`config.mk`:
```
export PLATFORM = sky130hd
export DESIGN_NAME = control_unit
export DESIGN_NICKNAME = d
export VERILOG_FILES = /design/src/rtl/cu_pkg.sv /design/src/rtl/cu_decoder.sv /design/src/rtl/control_unit.sv
export SDC_FILE = /design/constraint.sdc
export NUM_CORES = 1
export LEC_CHECK = 0
export CAP_MARGIN = 30
export CORE_UTILIZATION = 43
export CTS_CLUSTER_SIZE = 40
export DETAILED_ROUTE_END_ITERATION = 16
export PLACE_DENSITY = 0.75
export SYNTH_ARGS = -nofsm -noshare
export SYNTH_HDL_FRONTEND = slang
export SYNTH_SLANG_ARGS = --single-unit
export TNS_END_PERCENT = 20
```
`constraint.sdc`:
```
create_clock -name clk -period 1.89 [get_ports clk]
set_input_delay 0.567 -clock clk [delete_from_list [all_inputs] [get_ports clk]]
set_output_delay 0.567 -clock clk [all_outputs]
set_load 0.01 [all_outputs]
```
`src/rtl/cu_pkg.sv`:
```
// rtl/cu_pkg.sv - shared opcodes, state encoding and writeback-source codes for the control unit
// HALT state exists only when CU_ILLEGAL_TRAP_EN is defined.
package cu_pkg;

    localparam logic [6:0] OPC_LOAD   = 7'b0000011;
    localparam logic [6:0] OPC_STORE  = 7'b0100011;
    localparam logic [6:0] OPC_OP     = 7'b0110011;
    localparam logic [6:0] OPC_OPIMM  = 7'b0010011;
    localparam logic [6:0] OPC_LUI    = 7'b0110111;
    localparam logic [6:0] OPC_AUIPC  = 7'b0010111;
    localparam logic [6:0] OPC_JAL    = 7'b1101111;
    localparam logic [6:0] OPC_JALR   = 7'b1100111;
    localparam logic [6:0] OPC_BRANCH = 7'b1100011;

    localparam logic [1:0] WB_ALU = 2'b00;
    localparam logic [1:0] WB_MEM = 2'b01;
    localparam logic [1:0] WB_PC4 = 2'b10;
    localparam logic [1:0] WB_IMM = 2'b11;

    typedef enum logic [2:0] {
        S_IDLE,
        S_IF,
        S_ID,
        S_EX,
        S_MEM,
        S_WB
`ifdef CU_ILLEGAL_TRAP_EN
        , S_HALT
`endif
    } state_e;

endpackage

```
`src/rtl/cu_decoder.sv`:
```
// rtl/cu_decoder.sv - combinational opcode decode into datapath steering and FSM routing flags
module cu_decoder
    import cu_pkg::*;
(
    input  logic [6:0] opcode_i,
    output logic       jump_o,
    output logic       imm_o,
    output logic       expc_o,
    output logic       l_or_s_o,
    output logic [1:0] wb_ctrl_o,
    output logic       is_mem_o,
    output logic       is_store_o,
    output logic       has_wb_o,
    output logic       legal_o
);

    always_comb begin
        jump_o     = 1'b0;
        imm_o      = 1'b0;
        expc_o     = 1'b0;
        l_or_s_o   = 1'b0;
        wb_ctrl_o  = WB_ALU;
        is_mem_o   = 1'b0;
        is_store_o = 1'b0;
        has_wb_o   = 1'b0;
        legal_o    = 1'b1;
        case (opcode_i)
            OPC_LOAD: begin
                imm_o     = 1'b1;
                wb_ctrl_o = WB_MEM;
                is_mem_o  = 1'b1;
                has_wb_o  = 1'b1;
            end
            OPC_STORE: begin
                imm_o      = 1'b1;
                l_or_s_o   = 1'b1;
                is_mem_o   = 1'b1;
                is_store_o = 1'b1;
            end
            OPC_OP: begin
                has_wb_o = 1'b1;
            end
            OPC_OPIMM: begin
                imm_o    = 1'b1;
                has_wb_o = 1'b1;
            end
            OPC_LUI: begin
                imm_o     = 1'b1;
                wb_ctrl_o = WB_IMM;
                has_wb_o  = 1'b1;
            end
            OPC_AUIPC: begin
                imm_o    = 1'b1;
                expc_o   = 1'b1;
                has_wb_o = 1'b1;
            end
            OPC_JAL: begin
                jump_o    = 1'b1;
                imm_o     = 1'b1;
                expc_o    = 1'b1;
                wb_ctrl_o = WB_PC4;
                has_wb_o  = 1'b1;
            end
            OPC_JALR: begin
                jump_o    = 1'b1;
                imm_o     = 1'b1;
                wb_ctrl_o = WB_PC4;
                has_wb_o  = 1'b1;
            end
            OPC_BRANCH: begin
                jump_o = 1'b1;
                expc_o = 1'b1;
            end
            default: begin
                legal_o = 1'b0;
            end
        endcase
    end

endmodule

```
`src/rtl/control_unit.sv`:
```
// rtl/control_unit.sv - multi-cycle IF/ID/EX/MEM/WB sequencer with registered opcode decode
// Optional illegal-opcode HALT trap and illegal port under CU_ILLEGAL_TRAP_EN.
module control_unit
    import cu_pkg::*;
(
    input  logic       clk,
    input  logic       rst,
    input  logic [6:0] ALUSEL,
    output logic       PC_en,
    output logic       ID_en,
    output logic       EX_en,
    output logic       MEM_en,
    output logic       WB_en,
    output logic       Jump_en,
    output logic       imm_en,
    output logic       EXPC_en,
    output logic       L_or_S,
    output logic [1:0] WB_Ctrl
`ifdef CU_ILLEGAL_TRAP_EN
    ,
    output logic       illegal
`endif
);

    state_e     state_q, state_d;
    logic [6:0] opcode_q, opcode_d;

    logic       dec_jump, dec_imm, dec_expc, dec_l_or_s;
    logic [1:0] dec_wb_ctrl;
    logic       dec_is_mem, dec_is_store, dec_has_wb, dec_legal;

    cu_decoder u_decoder (
        .opcode_i   (opcode_q),
        .jump_o     (dec_jump),
        .imm_o      (dec_imm),
        .expc_o     (dec_expc),
        .l_or_s_o   (dec_l_or_s),
        .wb_ctrl_o  (dec_wb_ctrl),
        .is_mem_o   (dec_is_mem),
        .is_store_o (dec_is_store),
        .has_wb_o   (dec_has_wb),
        .legal_o    (dec_legal)
    );

    always_ff @(posedge clk or negedge rst) begin
        if (!rst) begin
            state_q  <= S_IDLE;
            opcode_q <= '0;
        end else begin
            state_q  <= state_d;
            opcode_q <= opcode_d;
        end
    end

    // Opcode is latched only on the ID exit edge so decode holds through EX/MEM/WB.
    always_comb begin
        opcode_d = (state_q == S_ID) ? ALUSEL : opcode_q;
    end

    always_comb begin
        state_d = state_q;
        case (state_q)
            S_IDLE: state_d = S_IF;
            S_IF:   state_d = S_ID;
            S_ID:   state_d = S_EX;
            S_EX: begin
                if (!dec_legal) begin
`ifdef CU_ILLEGAL_TRAP_EN
                    state_d = S_HALT;
`else
                    state_d = S_IF;
`endif
                end else if (dec_is_mem) begin
                    state_d = S_MEM;
                end else if (dec_has_wb) begin
                    state_d = S_WB;
                end else begin
                    state_d = S_IF;
                end
            end
            S_MEM:  state_d = dec_is_store ? S_IF : S_WB;
            S_WB:   state_d = S_IF;
`ifdef CU_ILLEGAL_TRAP_EN
            S_HALT: state_d = S_HALT;
`endif
            default: state_d = S_IDLE;
        endcase
    end

    always_comb begin
        PC_en   = (state_q == S_IF);
        ID_en   = (state_q == S_ID);
        EX_en   = (state_q == S_EX);
        MEM_en  = (state_q == S_MEM);
        WB_en   = (state_q == S_WB);
        Jump_en = dec_jump;
        imm_en  = dec_imm;
        EXPC_en = dec_expc;
        L_or_S  = dec_l_or_s;
        WB_Ctrl = dec_wb_ctrl;
`ifdef CU_ILLEGAL_TRAP_EN
        illegal = 1'b0;
        if (state_q == S_HALT) begin
            illegal = 1'b1;
            Jump_en = 1'b0;
            imm_en  = 1'b0;
            EXPC_en = 1'b0;
            L_or_S  = 1'b0;
            WB_Ctrl = WB_ALU;
        end
`endif
    end

endmodule

```
Yosys cells after proc, flatten, opt, wreduce, memory -nomap -nowiden. Cells that the tools add are included. Widths: inputs -> output; s select.

Add/subtract/negate cells: 0. Multiply operators: 0. Div/mod/pow operators: 0. $lt $le $gt $ge: 0. Eq/ne operators: 14. Shifts and indexed selects: 0. Muxes and demuxes: 13. Bitwise gates (word level): 0. Reductions and logical operators: 9.

Operators by type and width (count): $eq 7x6->1 const B (3); $eq 7x7->1 const B (3); $pmux 3 s5 (1); $eq 7x5->1 const B (2); $reduce_or 7->1 (2); $mux 3 (4); $reduce_or 9->1 (1); $eq 7x2->1 const B (1); $mux 1 (7); $eq 3x2->1 const B (2); $eq 3x3->1 const B (2); $pmux 2 s3 (1); $reduce_or 2->1 (3); $reduce_or 3->1 (2); $eq 3x1->1 const B (1); $logic_not 3->1 (1).

Bits in registers: 10. Bits in latches: 0. Memory bits (writable): 0. Bits in read-only memories: 0. Output and inout port bits: 11. Memories kept: 0.

Depth between registers and ports, before layout.
Depth in word-level cells: 7. Gate-level depth with buffers: 5.

Cells and area by module. From an unflattened synthesis, not the netlist that was laid out.

Cells, all modules: 65. Area, all modules: 645.6 sq um.

By module, submodules not included: control_unit (times used 1, cells each 30, area each 434.2 sq um, sequential area each 250.2 sq um); cu_decoder (times used 1, cells each 35, area each 211.5 sq um, sequential area each 0.0 sq um).

Worst setup path before layout. Ideal clock, no wire load.

Path type: register to output. Start: register opcode_q[4]. End: output EXPC_en. Arrival: 1258 ps. Data required time: 1323 ps. Setup slack: 65 ps. Cell stages (with the launch flop): 5. Buffers on the path: 1. Cell sequence: dfrtp_1 buf_4 nand3b_1 o32a_1 o32ai_1.

Longest elaborated chain between the ends: 3.

RTL lines: start: declaration (line control_unit.sv:26) `logic [6:0] opcode_q, opcode_d;`; start signal: assignment (line control_unit.sv:51) `opcode_q <= opcode_d;`; $eq 7x5->1 or $eq 7x7->1 (tied branches) (line cu_decoder.sv:27) `case (opcode_i)`; $reduce_or 3->1 (no source line) (*); $mux 1 (*) (line cu_decoder.sv:27); end: declaration (line control_unit.sv:16) `output logic EXPC_en,`.

Mark *: on every way between the ends. The rest lies on a longest branch, timed or not.

Worst setup path in the final report.
Start: register opcode_q[5]. End: output WB_Ctrl[0].

Longest elaborated chain between the ends: 3.

RTL lines: $eq 7x7->1 (line cu_decoder.sv:27); $reduce_or 2->1 (no source line); $pmux 2 s3 (*) (line cu_decoder.sv:27); end: declaration (line control_unit.sv:18) `output logic [1:0] WB_Ctrl`.

Marked as above.

==> reports/results.ini <==
[status]
status = finished, violations left
violations = setup timing

[critical_path]
crit_buf_inv = 1
cp.arrival_ns = 1.56
cp_num_cells = 3
critPathLaunch = opcode_q[5]
worst-path-max-fanout = 4
endpoint = WB_Ctrl[0]
worstPathCellList = or3_4 > a2111oi_4 > buf_2
cp-end-kind = primary output
r2r_slack_ns = 0.44
worst_path_max_delay_cell = dfrtp_2
r2r_cells = 5
critical_path.top_delay_family = flip-flops
max_stage_delay_ns = 0.44
r2r-end = state_q[2]
worstPathRequired_ns = 1.32
critical_path_class = reg2out
worstSetupStartpointType = flop
r2r-start = opcode_q[3]

[cells_and_area]
antennaDiodeCount = 0
layout.nets = 115
fin_area_um2 = 1046
post_route_cells_drive_above_1_share_pct = 55.24
syn_to_final_growth_pct = 70.26

[die]
rows = 13
die_area_um2 = 1584
io_pins = 20
fp.dieW_um = 39.80
core-area_um2 = 1318
die_y_um = 39.80
initial_core_util_pct = 46.63

[routing]
ant_nets = 0
via_count = 621
totalWireLength_um = 1727
drt_iter0_drc = 15
drcViolationCount = 0
dr.pass1.iters = 4
wl_per_cell_um = 14.39
avgViaCountPerCell = 5.175

[sta]
setup_viol = 6
setup_slack_ns = -0.2320
tns_ns = -0.8866
rsz0062_at_grt = yes
slew_headroom_pct = 70.17
slew_viol_final = 0
period_share_pct = 112.3
hold_viol_final = 0
worst_pin_slew_ns = 0.4460
fmax_ghz = 0.4712
fin_crit_ns = 2.122
finClkSkew_ns = 0.001280

[power_and_ir_drop]
ir_drop_mv = 1.006
p_leak_uw = 0.0004774
power.density_nw_per_um2 = 1675

[cts]
cts_hold_buffers = 0
clock_latency_ns = 0.26
cts_buffer_depth = 2
cts_made_buffers = 3
cts.sinks = 10
clkTransAtPathRegs_ns = 0.06
cts-root-buf = clkbuf_4
tritoncts = yes
htreeDepth = 1

[grt]
grt_pass1_wl_um = 2608
grt_pass1_vias = 608
antenna_found_initial = 0
grt-ovfl-total = 0
grt_max_degree = 11
grt.total_usage_pct = 25.81

[place]
placed_area_um2 = 954.7
hpwl_um = 1254
gp_congestion = 0.7525
io_buffers = 19

[min_path]
hold_class = in2async

[synthesis]
synth_edf_count = 0
syn_nets = 66
yosysSeqAreaShare_pct = 40.73
postSynthCellCount = 57
syn_area_um2 = 614.3
synth-async-reset-ratio_pct = 100.0
ys.flop_type = dfrtp_1
synth.avg_cell_area_um2 = 10.78
yosys_warnings = 0
synth_seq_cells = 10
yosysUniqueCellTypes = 30

[job]
maxCapViolCount = 0

[how the worst min path moves through the flow]
stage | start | to
6_report | rst | opcode_q[2]
5_1_grt | state_q[0] | state_q[2]
4_1_cts | state_q[0] | state_q[2]
3_5_place_dp | state_q[0] | state_q[2]
3_3_place_gp | state_q[0] | state_q[2]
2_1_floorplan | rst | opcode_q[0]
[logic make-up (layout without fill, tap and decap cells)]
group / Yosys count / count (layout) / share of synthesized area, %
simple gates: 28 / 28 / 28.92
flops: 10 / 10 / 40.73
compound gates: 9 / 9 / 13.85
mux: 7 / 7 / 12.83
buf+inv: 3 / 51 / 3.666
[registers in the layout, summed over array words and instances, names as in the netlist]
name,cells
opcode_q,7
state_q,3
[layer usage]
metal  global-route usage [%]  up-vias  share of wire, %
met5                        0        -                 0
met2                    43.85       10                51
met4                    11.21        0               1.4
li1                         -      308                 -
met1                    33.21      299                46
met3                    1.705        4               1.6
[layout make-up]
cell class	instances	area (um^2)
Inverter	1	3.754
Fill cell	92	271.5
Sequential cell	10	255.2
Multi-Input combinational cell	44	364.1
Timing Repair Buffer	46	367.9
Clock buffer	4	36.28
Tap cell	15	18.77
[synthesized netlist by cell type (2+ instances only)]
cell type  number  share of area, %
nand4_1         2               2.0
dfrtp_1        10                41
nand2b_1        2               2.0
nor3_1          2               1.6
nand2_1         4               2.4
nor2_1          4               2.4
nand3_1         3               2.4
mux2_2          7                13
a21oi_1         2               1.6
[metrics by stage]
stage | std cells | total power (uW) | hold slack [ns] | setup slack, ns | utilization [%]
floorplan | 57 | 919.3 | 0.2714 | 0.06491 | -
global placement | 109 | 1382 | 0.5980 | -0.3259 | 72.46
detailed placement | 109 | 1405 | 0.6106 | -0.3533 | 72.46
CTS | 119 | 1696 | 0.6206 | -0.2282 | 77.97
global route | 120 | 1864 | 0.6533 | -0.2621 | 79.39
finish | 120 | 1752 | 0.6172 | -0.2320 | 79.39
[cells in the final DEF (no fill, tap or decap), types with 3 or more instances in the layout]
cell | netlist | layout
clkbuf_4 | 0 | 3
dfrtp_1 | 10 | 6
buf_6 | 1 | 3
buf_2 | 0 | 6
mux2_2 | 7 | 7
clkdlybuf4s50_1 | 0 | 8
dfrtp_2 | 0 | 4
dlygate4sd2_1 | 0 | 5
nor2_1 | 4 | 4
buf_4 | 1 | 24
nand2_1 | 4 | 4
[what timing repair did]
item | CTS | global route
setup buffers | 6 | 1
endpoints found under the setup margin | 11 | 7
resized for setup | 36 | 5
pin swaps | 3 | 3
[report_power, final]
part	switching (uW)	internal, uW
clock network	71.0	117
logic	454	641
registers	141	328
Power figures use the tool's default switching activity.
